## config.mk

```make
export PLATFORM = sky130hd
export DESIGN_NAME = mux16_rr_scheduler
export DESIGN_NICKNAME = d
export VERILOG_FILES = /design/src/rtl/mux16_pkg.sv /design/src/rtl/rr_pick16.sv /design/src/rtl/mux16_rr_scheduler.sv
export SDC_FILE = /design/constraint.sdc
export NUM_CORES = 1
export LEC_CHECK = 0
export CORE_MARGIN = 4
export CORE_UTILIZATION = 55
export DETAILED_ROUTE_END_ITERATION = 16
export GPL_ROUTABILITY_DRIVEN = 0
export HOLD_SLACK_MARGIN = 0.08
export PLACE_DENSITY = 0.81
export SETUP_SLACK_MARGIN = 0.5
export SLEW_MARGIN = 15
export SYNTH_ARGS = -nofsm -noshare
export SYNTH_HDL_FRONTEND = slang
export SYNTH_SLANG_ARGS = --single-unit
```

## constraint.sdc

```tcl
create_clock -name clk -period 6.14 [get_ports clk]
set_input_delay 0.921 -clock clk [delete_from_list [all_inputs] [get_ports clk]]
set_output_delay 0.921 -clock clk [all_outputs]
set_load 0.01 [all_outputs]
```

## src/rtl/mux16_pkg.sv

```systemverilog
// Shared constants, state encoding and helpers for the 16-input round-robin scheduler.
package mux16_pkg;

    localparam int unsigned N_IN  = 16;
    localparam int unsigned SEL_W = 4;

    typedef enum logic {
        IDLE,
        SERVE
    } state_t;

    // One-hot decode of a mux select value.
    function automatic logic [N_IN-1:0] onehot16(input logic [SEL_W-1:0] idx);
        logic [N_IN-1:0] ret;
        ret      = '0;
        ret[idx] = 1'b1;
        return ret;
    endfunction

endpackage

```

## src/rtl/rr_pick16.sv

```systemverilog
// Rotating priority picker: first set request bit at or after start, wrapping mod 16.
module rr_pick16
    import mux16_pkg::*;
(
    input  logic [N_IN-1:0]  req,
    input  logic [SEL_W-1:0] start,
    output logic             found,
    output logic [SEL_W-1:0] idx
);

    // Walk the 16 positions starting at start; the first hit wins.
    always_comb begin
        logic [SEL_W-1:0] pos;
        found = 1'b0;
        idx   = '0;
        pos   = '0;
        for (int unsigned i = 0; i < N_IN; i++) begin
            pos = start + SEL_W'(i);
            if (!found && req[pos]) begin
                found = 1'b1;
                idx   = pos;
            end
        end
    end

endmodule

```

## src/rtl/mux16_rr_scheduler.sv

```systemverilog
// Round-robin scheduler sharing a 16:1 mux among 16 requesters with bounded bursts
// and a valid/ready handshake toward the downstream consumer. All outputs registered.
module mux16_rr_scheduler
    import mux16_pkg::*;
#(
    parameter int unsigned MAX_BURST = 4,
    parameter int unsigned CNT_W     = 3
) (
    input  logic             clk,
    input  logic             rst,
    input  logic [N_IN-1:0]  req,
    input  logic             out_ready,
    output logic [SEL_W-1:0] sel,
    output logic [N_IN-1:0]  grant,
    output logic             out_valid,
    output logic             busy
);

    localparam logic [CNT_W-1:0] LAST_BEAT = CNT_W'(MAX_BURST - 1);

    state_t           state_q, state_d;
    logic [SEL_W-1:0] sel_q, sel_d;
    logic [N_IN-1:0]  grant_q, grant_d;
    logic             out_valid_q, out_valid_d;
    logic             busy_q, busy_d;
    logic [CNT_W-1:0] burst_cnt_q, burst_cnt_d;
    logic [SEL_W-1:0] last_ptr_q, last_ptr_d;

    logic [SEL_W-1:0] pick_start;
    logic             pick_found;
    logic [SEL_W-1:0] pick_idx;
    logic             beat;
    logic             release_now;

    // Search starts just past the previous owner: last_ptr while idle, the current
    // select while serving (last_ptr only catches up at release).
    always_comb begin
        pick_start = (state_q == SERVE) ? (sel_q + 1'b1) : (last_ptr_q + 1'b1);
    end

    rr_pick16 u_pick (
        .req   (req),
        .start (pick_start),
        .found (pick_found),
        .idx   (pick_idx)
    );

    // Beat detection and release condition for the current owner.
    always_comb begin
        beat        = out_valid_q & out_ready;
        release_now = !req[sel_q] || (beat && (burst_cnt_q == LAST_BEAT));
    end

    // Next-state and registered-output computation.
    always_comb begin
        state_d     = state_q;
        sel_d       = sel_q;
        grant_d     = grant_q;
        out_valid_d = out_valid_q;
        busy_d      = busy_q;
        burst_cnt_d = burst_cnt_q;
        last_ptr_d  = last_ptr_q;

        unique case (state_q)
            IDLE: begin
                if (pick_found) begin
                    state_d     = SERVE;
                    sel_d       = pick_idx;
                    grant_d     = onehot16(pick_idx);
                    out_valid_d = 1'b1;
                    busy_d      = 1'b1;
                    burst_cnt_d = '0;
                end
            end
            SERVE: begin
                if (release_now) begin
                    last_ptr_d  = sel_q;
                    burst_cnt_d = '0;
                    if (pick_found) begin
                        sel_d       = pick_idx;
                        grant_d     = onehot16(pick_idx);
                        out_valid_d = 1'b1;
                        busy_d      = 1'b1;
                    end else begin
                        state_d     = IDLE;
                        grant_d     = '0;
                        out_valid_d = 1'b0;
                        busy_d      = 1'b0;
                    end
                end else if (beat) begin
                    burst_cnt_d = burst_cnt_q + 1'b1;
                end
            end
            default: begin
                state_d = IDLE;
            end
        endcase
    end

    // State and output registers with asynchronous clear.
    always_ff @(posedge clk or posedge rst) begin
        if (rst) begin
            state_q     <= IDLE;
            sel_q       <= '0;
            grant_q     <= '0;
            out_valid_q <= 1'b0;
            busy_q      <= 1'b0;
            burst_cnt_q <= '0;
            last_ptr_q  <= SEL_W'(N_IN - 1);
        end else begin
            state_q     <= state_d;
            sel_q       <= sel_d;
            grant_q     <= grant_d;
            out_valid_q <= out_valid_d;
            busy_q      <= busy_d;
            burst_cnt_q <= burst_cnt_d;
            last_ptr_q  <= last_ptr_d;
        end
    end

    // Ports come straight from flops.
    always_comb begin
        sel       = sel_q;
        grant     = grant_q;
        out_valid = out_valid_q;
        busy      = busy_q;
    end

endmodule

```

==> impl_metrics.json <==
{
  "worstMarginPinSlew_ns": 1.01,
  "die_h_um": 94.3,
  "crit_fanout": 22,
  "clock-sinks": 29,
  "rsz0062_at_grt": "false",
  "globalRouteOverflowTotal": 0,
  "skew_ns": 0.00613,
  "drt_pass1_iterations": 6,
  "drive_gt1_share_pct": 23.5,
  "numCtsBuffers": 5,
  "cts_tree": "built",
  "finalMaxSlewViolations": 0,
  "place_inst": 543,
  "layout_commonest_cell": "clkdlybuf4s50_1",
  "cts-root-buf": "clkbuf_8",
  "htreeDepth": 2,
  "final.min_clock_period_ns": 5.35,
  "critPathArrivalTime_ns": 5.51,
  "synth_edf_count": 0,
  "antenna_cells": 0,
  "hold_viol_final": 0,
  "syn_to_final_growth_pct": 12.4,
  "final_cells": 551,
  "max_slew_margin_pct": 32.0,
  "timing.critical_path.to_type": "register",
  "clock_path_buffers": 2,
  "synth_cells": 420,
  "clkSlewWorstSetupHoldPaths_ns": 0.06,
  "ys.flop_type": "dfrtp_1",
  "start_util_pct": 56.4,
  "cts_hold_buf": 0,
  "drc": 0,
  "grt_most_used_layer": "met2",
  "coreArea_sq_um": 7250,
  "vias": 3853,
  "ant_nets": 0,
  "num_rows": 31,
  "cap_violations": 0,
  "synth_fp_nets": 443,
  "synth_area_per_cell_sq_um": 9.74,
  "async_flop_share_pct": 100,
  "hp-class": "register to register",
  "drt-initial-drc-count": 388,
  "grt_pass1_vias": 3686,
  "period_share_pct": 87.1,
  "met2_usage_pct": 44.3,
  "yosys_warnings": 0,
  "vias_per_cell": 6.99,
  "tns_ns": 0,
  "wl_per_cell_um": 21.2,
  "antenna_found_initial": 0,
  "netlist_area_sq_um": 4090,
  "die-area_sq_um": 8880,
  "synthDistinctLibCells": 85,
  "grt_pass1_wl_mm": 18.8,
  "grt_use_met3_pct": 3.29,
  "track_usage_pct": 26.5,
  "mostFrequentLayoutCells": "clkdlybuf4s50_1 (40), mux2i_1 (35), nand2_1 (33)",
  "clock_latency_ns": 0.28,
  "die_w_um": 94.3,
  "fmax_mhz": 187,
  "synth.ff_latch_count": 29,
  "use_met1_pct": 35.4,
  "nets": 474,
  "dpl.hpwl_mm": 8.84,
  "io_pins": 41,
  "port-buffer-count": 40,
  "cp-start-kind": "register",
  "status": "finished clean",
  "setup_viol": 0,
  "grt_max_degree": 30,
  "routed_wirelength_mm": 11.7,
  "crit_type": "register to register",
  "yosysSeqAreaShare_pct": 17.9,
  "cp.required_ns": 6.31
}
-- worst max-delay path, cell delays in order, from the launching register on --
cell	delay, ns
dfrtp_2	0.57
mux2i_2	0.35
inv_4	0.18
ha_1	0.43
buf_4	0.31
o211ai_1	0.20
a41oi_1	0.43
nor3_2	0.15
or2_1	0.29
nor4_2	0.41
nand3b_1	0.27
buf_4	0.25
nor3b_4	0.31
o32a_1	0.26
nor2b_1	0.34
nand2_1	0.14
o31ai_1	0.33
-- through the flow --
step / area (sq um) / setup slack [ns] / hold WS [ns] / utilization [%]
after floorplan: 4090 / 1.07 / 0.450 / -
after global placement: 4490 / 0.587 / 0.465 / 61.9
after detailed placement: 4490 / 0.523 / 0.471 / 61.9
after CTS: 4590 / 0.615 / 0.486 / 63.2
after global routing: 4600 / 0.543 / 0.516 / 63.4
final: 4600 / 0.792 / 0.483 / 63.4
-- layer usage --
| metal | wire, um | share of wire, % | vias to the layer above |
|---|---|---|---|
| met4 | 391 | 3.3 | 0 |
| li1 | - | - | 1711 |
| met1 | 4790 | 41 | 1880 |
| met5 | 0 | 0 | - |
| met3 | 799 | 6.8 | 35 |
| met2 | 5690 | 49 | 227 |
-- layout make-up --
type	count	area (sq um)
fillers	628	2650
inverters	13	51.3
well taps	99	124
flip-flops and latches	29	733
multi-input cells	351	3120
clock buffers	8	90.1
repair buffers	51	483
-- final timing paths --
check | from | cells after the start | slack [ns] | to
worst max-delay path | state_q | 16 | 0.79 | grant[13]
worst min-delay path | grant[5] | 2 | 0.48 | grant[5]
worst max register to register | state_q | 16 | 0.79 | grant[13]
worst min register to register | grant[5] | 2 | 0.48 | grant[5]
max in group asynchronous | rst | 2 | 4.56 | state_q
min in group asynchronous | rst | 2 | 1.07 | sel[3]
-- what timing repair did --
item                                    CTS  global route
buffers inserted                          0             0
gates resized for setup                   1             4
endpoints found under the setup margin    2            16
-- synth_stat cells (9+ instances only) --
| cell | number | area, sq um |
|---|---|---|
| dfrtp_1 | 25 | 626 |
| and2_1 | 9 | 56.3 |
| nor3_1 | 15 | 75.1 |
| nor2b_1 | 9 | 56.3 |
| nor2_1 | 22 | 82.6 |
| nand3_1 | 10 | 50.1 |
| buf_6 | 10 | 113 |
| mux2i_1 | 35 | 350 |
| a21oi_1 | 13 | 65.1 |
| inv_1 | 11 | 41.3 |
| mux2_2 | 19 | 214 |
| o21ai_0 | 15 | 75.1 |
| nand2_1 | 33 | 124 |
| mux4_2 | 17 | 383 |
| a32o_1 | 9 | 90.1 |
-- cells by family (layout without fill, tap and decap cells) --
kind of cell / Yosys count / count (layout) / synth area share, %
AOI/OAI and AO/OA: 110 / 110 / 21.5
xor gates and xnor gates: 10 / 10 / 4.46
adders and majority gates: 4 / 4 / 1.22
buffers and inverters: 40 / 72 / 6.39
DFF: 29 / 29 / 17.9
muxes: 85 / 85 / 28.8
and+or+nand+nor: 142 / 142 / 19.8
-- sequential cells by signal, summed over array words and instances, names as in the netlist --
name	count
sel	4
busy	1
burst_cnt_q	3
state_q	1
last_ptr_q	4
grant	16
Power is not shown: default switching activity piles up to over one toggle a cycle in this logic, so the estimate is an artifact.
==> patch 1, RTL diff (same flow settings) <==
Set the package constant `N_IN` to 15 (it was 16).
--- a/src/rtl/mux16_pkg.sv
+++ b/src/rtl/mux16_pkg.sv
@@ -3,3 +3,3 @@
 
-    localparam int unsigned N_IN  = 16;
+    localparam int unsigned N_IN  = 15;
     localparam int unsigned SEL_W = 4;
Interface: changed (resized grant and req); port bits go from 41 to 39. The function was not compared with the original's and may differ.
==> patch 1 against the unedited design <==
- global-route usage rose by 0.27 points
- routed wire length decreased by 12%
- cell area shrank 14%
- setup slack better by 45 ps
- area after synthesis decreased by 14%
- worst hold slack gained 2.0 ps
- sequential cell count shrank 1
- critical path type unchanged
Power is left out: the tool's default activity adds up to more than one toggle a clock period on the data nets, which glitch-free logic cannot reach.
==> patch 1: results (changes against the unedited design) <==
| Metric | Value |
|---|---|
| Run status | `completed` |
| Total nets after synthesis | `429 (-3.2%)` |
| Number of global-route vias before repair | `3404 (-7.7%)` |
| Longest Clk Path Bufs | `2 (unchanged)` |
| H-tree levels | `1 (-1)` |
| Number of warning messages in the yosys log | `0 (unchanged)` |
| Insertion delay of the later-clocked pin in the worst-skew pair | `270 ps` |
| Largest clock skew in the final design | `5.155 ps (-0.9735 ps)` |
| Number of library cell types mapped by synthesis | `74 (-13%)` |
| Count of pins over their slew limit | `0 (unchanged)` |
| Hold Startpoint | `burst_cnt_q[2]` |
| Maximum fanout encountered on the critical timing path | `18 (-18%)` |
| Vias post-DR | `3539 (-8.1%)` |
| Share of the synthesized area in compound gates (AO/OA/AOI/OAI) | `26.87% (+5.4 points)` |
| Final net count | `457 (-3.6%)` |
| Reg2Reg Depth | `13 (-3)` |
| Post-Synthesis Mean Instance Area | `8.626 um^2 (-11%)` |
| Multiplexer fraction of the synthesized cell area | `24.55% (-4.2 points)` |
| Top_reg_cell synth | `sky130_fd_sc_hd__dfrtp_1` |
| Port-buffer cells | `38 (-5.0%)` |
| Capturing point of the worst reg2reg path | `sel[1]` |
| Commonest cells in the netlist | `49 x sky130_fd_sc_hd__mux2i_1, 46 x sky130_fd_sc_hd__nand2_1, 29 x sky130_fd_sc_hd__o21ai_0` |
| Total wirelength of the detailed-routed design | `10260 um (-12%)` |
| Half-perimeter wire length after detailed placement | `7851 um (-11%)` |
| Startpoint of the most critical register-to-register path | `state_q` |
| First-pass GRT wire length | `16700 um (-11%)` |
| Layout fillers | `503 (-20%)` |
| Cell total after placement | `505 (-7.0%)` |
| Adder-cell area share of the yosys netlist | `1.426% (+0.20 points)` |
| Largest net degree at the start of global routing | `29 (-3.3%)` |
| Register-to-register setup slack | `840 ps (+40 ps)` |
| Worst Hold Endpoint | `burst_cnt_q[2]` |
| Proportion of layout cells with a drive suffix above 1 | `12.21% (-11 points)` |
| Clock root buffer | `sky130_fd_sc_hd__clkbuf_8` |
| Violation count after the first detailed-route iteration | `352 (-9.3%)` |
| Final std cells w/o fill | `509 (-7.6%)` |
| Dominant cells by area after synthesis | `sky130_fd_sc_hd__dfrtp_1 18%, sky130_fd_sc_hd__mux2i_1 14%, sky130_fd_sc_hd__nand2_1 4.9%` |
| Number of buffers created by CTS | `3 (-2)` |
| Post-synthesis xor/xnor area fraction | `4.490% (+0.027 points)` |
| Overall fraction of global-route tracks in use | `26.80% (+0.27 points)` |
| Diode count | `0 (unchanged)` |
| Placed cell areas | `3920 um^2 (-13%)` |
| Register clock-pin slew on the reported worst setup and hold paths | `90 ps (+30 ps)` |
| Sequential-to-total area share from yosys stat | `20.06% (+2.2 points)` |
| Largest register FFs | `15 (-1)` |
| Worst slew pin tran | `1005 ps (-8.374 ps)` |
| First-pass iteration count of the detailed router | `5 (-1)` |
| WHS Path Cells | `2 (unchanged)` |
## patch 1: repair_timing
item	in CTS	in global routing
gates resized for setup	0	1
setup endpoints to repair	0	14
buffers inserted	0	0
hold buffers	0	0
endpoints found under the hold margin	0	0
## patch 1: worst max-delay path, cell delays in order (launching register included)
cell                        delay (ps)
sky130_fd_sc_hd__dfrtp_2           610
sky130_fd_sc_hd__mux2i_4           280
sky130_fd_sc_hd__buf_4             250
sky130_fd_sc_hd__inv_2             190
sky130_fd_sc_hd__ha_1              430
sky130_fd_sc_hd__xnor2_4           630
sky130_fd_sc_hd__mux4_2            640
sky130_fd_sc_hd__nand2b_1          220
sky130_fd_sc_hd__o21ai_2           230
sky130_fd_sc_hd__a2111oi_0         160
sky130_fd_sc_hd__a211oi_1          320
sky130_fd_sc_hd__a21boi_1          140
sky130_fd_sc_hd__o32ai_1           790
sky130_fd_sc_hd__o21ai_0           240
## patch 1: final cells by class
class | count | area (um^2) | area share (%)
Clock buffer | 4 | 55.05 | 1.385
Inverter | 13 | 51.30 | 1.290
Multi-Input combinational cell | 345 | 2645 | 66.52
Sequential cell | 28 | 705.7 | 17.75
Tap cell | 75 | 93.84 | 2.360
Timing Repair Buffer | 44 | 425.4 | 10.70
## patch 1: worst max-delay path by stage
stage | startpoint | end | slack (ps) | cells after the start
final | state_q | sel[1] | 840 | 13
after global routing | state_q | grant[12] | 530 | 14
after CTS | state_q | sel[1] | 750 | 14
after detailed placement | state_q | grant[5] | 770 | 14
after global placement | state_q | sel[1] | 990 | 14
after floorplan | state_q | grant[1] | 1890 | 16
## patch 1: per-layer routing
layer / track usage [%] / routed length, um
met4: 8.229 / 241
met3: 2.070 / 831
met1: 39.23 / 4610
met2: 42.12 / 4579
met5: 0 / 0
## patch 1: cells by family (layout without fill, tap and decap cells)
kind of cell	after synthesis	count (layout)
AOI/OAI and AO/OA	134	134
xor gates and xnor gates	11	11
adders and majority gates	4	4
buffers and inverters	34	61
DFF	28	28
muxes	71	71
and+or+nand+nor	125	125
## patch 1: metrics by stage
stage | hold slack, ps | setup WS [ps] | utilization (%)
3_3_place_gp | 464.5 | 989.1 | 64.68
5_1_grt | 521.9 | 526.8 | 65.61
6_report | 485.3 | 837.1 | 65.61
2_1_floorplan | 449.8 | 1892 | -
4_1_cts | 494.5 | 749.2 | 65.59
3_5_place_dp | 462.1 | 774.4 | 64.68
==> patch 2, RTL diff (same flow settings) <==
Without the edit above. Make the reset (`rst`) synchronous in one clocked block. Comments in the files are not updated.
--- a/src/rtl/mux16_rr_scheduler.sv
+++ b/src/rtl/mux16_rr_scheduler.sv
@@ -100,3 +100,3 @@
     // State and output registers with asynchronous clear.
-    always_ff @(posedge clk or posedge rst) begin
+    always_ff @(posedge clk) begin
         if (rst) begin
Check against the original RTL: differs if rst is asserted again (counterexample within 4 cycles, from zero or initial values and one cycle with rst high); with rst held inactive, the same outputs for 4 cycles.
==> patch 2 against the unedited design <==
- area after synthesis fell by 11%
- largest cell class unchanged
- first-iteration DRC count shrank 0.77%
- cell area fell by 9.0%
- critical path type unchanged
- sequential cell count did not move
- clock skew fell by 0.92 ps
- routed wire length decreased by 9.1%
- non-clock buffer count fell by 2
- setup slack lost 14 ps
Power is not shown: default switching activity piles up to over one toggle a cycle in this logic, so the estimate is an artifact.
==> patch 2: results (changes against the unedited design) <==
| Metric | Value |
|---|---|
| Cell count after synthesis | `430 (+2.4%)` |
| Number of global-route vias before repair | `3325 (-9.8%)` |
| Worst slew pin tran | `696.4 ps (-317.4 ps)` |
| Final std cells w/o fill | `540 (-2.0%)` |
| Capturing point of the worst reg2reg path | `grant[1]` |
| Startpoint of the most critical register-to-register path | `state_q` |
| Reg2Reg Depth | `14 (-2)` |
| Final net count | `485 (+2.3%)` |
| Met3 WL | `916 um (+15%)` |
| Final worst hold slack | `450.2 ps (-33.08 ps)` |
| Dominant cells by area after synthesis | `sky130_fd_sc_hd__dfxtp_1 16%, sky130_fd_sc_hd__mux2i_1 14%, sky130_fd_sc_hd__mux4_2 7.5%` |
| Vias post-DR | `3771 (-2.1%)` |
| Cell with the biggest individual delay on the critical path | `sky130_fd_sc_hd__or4_1` |
| Met1 track demand over resource in global routing | `34.49% (-0.92 points)` |
| Run status | `completed` |
| Sequential-to-total area share from yosys stat | `16.02% (-1.8 points)` |
| Multi-input combinational area share | `69.12% (+1.3 points)` |
| Number of non-clock inverters in the layout | `8 (-5)` |
| Clock buffer and inverter area fraction after layout | `2.422% (+0.46 points)` |
| Layout fillers | `568 (-9.6%)` |
| Wirelength per Cell | `19.66 um (-7.2%)` |
| Met3 Use GR | `5.714% (+2.4 points)` |
| Largest net degree at the start of global routing | `22 (-27%)` |
| Async set-or-reset flop fraction in the synthesized netlist | `0% (-100 points)` |
| WL met2 | `5098 um (-10%)` |
| Min cycle time layout | `5362 ps (+14.39 ps)` |
| Commonest cells in the netlist | `52 x sky130_fd_sc_hd__mux2i_1, 37 x sky130_fd_sc_hd__nor2_1, 35 x sky130_fd_sc_hd__nand2_1` |
| Post-Synthesis Mean Instance Area | `8.427 um^2 (-14%)` |
| Proportion of layout cells with a drive suffix above 1 | `13.17% (-10 points)` |
| Non-clock buffer share | `11.48% (+0.98 points)` |
| First-pass iteration count of the detailed router | `5 (-1)` |
| Total nets after synthesis | `453 (+2.3%)` |
| # clk buffers | `7 (-1)` |
| Data arrival time at the worst-slack endpoint | `5590 ps (+80 ps)` |
| Setup slack at placement | `597.5 ps (+73.97 ps)` |
| Maximum fanout encountered on the critical timing path | `21 (-4.5%)` |
| Area Overhead vs Synth | `15.50%` |
| Cell total after placement | `531 (-2.2%)` |
| H-tree levels | `2 (unchanged)` |
| Largest stage delay on the critical path | `610 ps (+40 ps)` |
| Hold Startpoint | `grant[11]` |
| Plain + repair buffers | `49 (-3.9%)` |
| Multi-In Gates | `369 (+5.1%)` |
| Post-route met1 wirelength | `4306 um (-10%)` |
| Worst Hold Endpoint | `grant[11]` |
==> patch 2: changes by cell type in the layout (fill, tap and decap cells not counted), sizes merged, moves of 5 or more <==
| cell | delta |
|---|---|
| a211o | +5 |
| a211oi | +5 |
| dfxtp | +29 |
| nor2 | +16 |
| mux2i | +13 |
| nor3 | -9 |
| a21oi | +11 |
| and2 | -6 |
| dfrtp | -25 |
| mux4 | -5 |
| mux2 | -18 |
==> patch 2: kinds of logic (layout without fill, tap and decap cells) <==
kind of cell / after synthesis / in the layout / synth area share, %
compound gates: 122 / 122 / 23.76
fa+ha+maj: 4 / 4 / 1.381
buf+inv: 32 / 65 / 4.213
flops: 29 / 29 / 16.02
mux: 75 / 75 / 26.00
simple gates: 155 / 155 / 23.55
xor+xnor: 13 / 13 / 5.076
==> patch 2: timing repair <==
item / in CTS / in global routing
setup buffers: 0 / 1
gates resized for setup: 0 / 2
endpoints found under the setup margin: 0 / 17
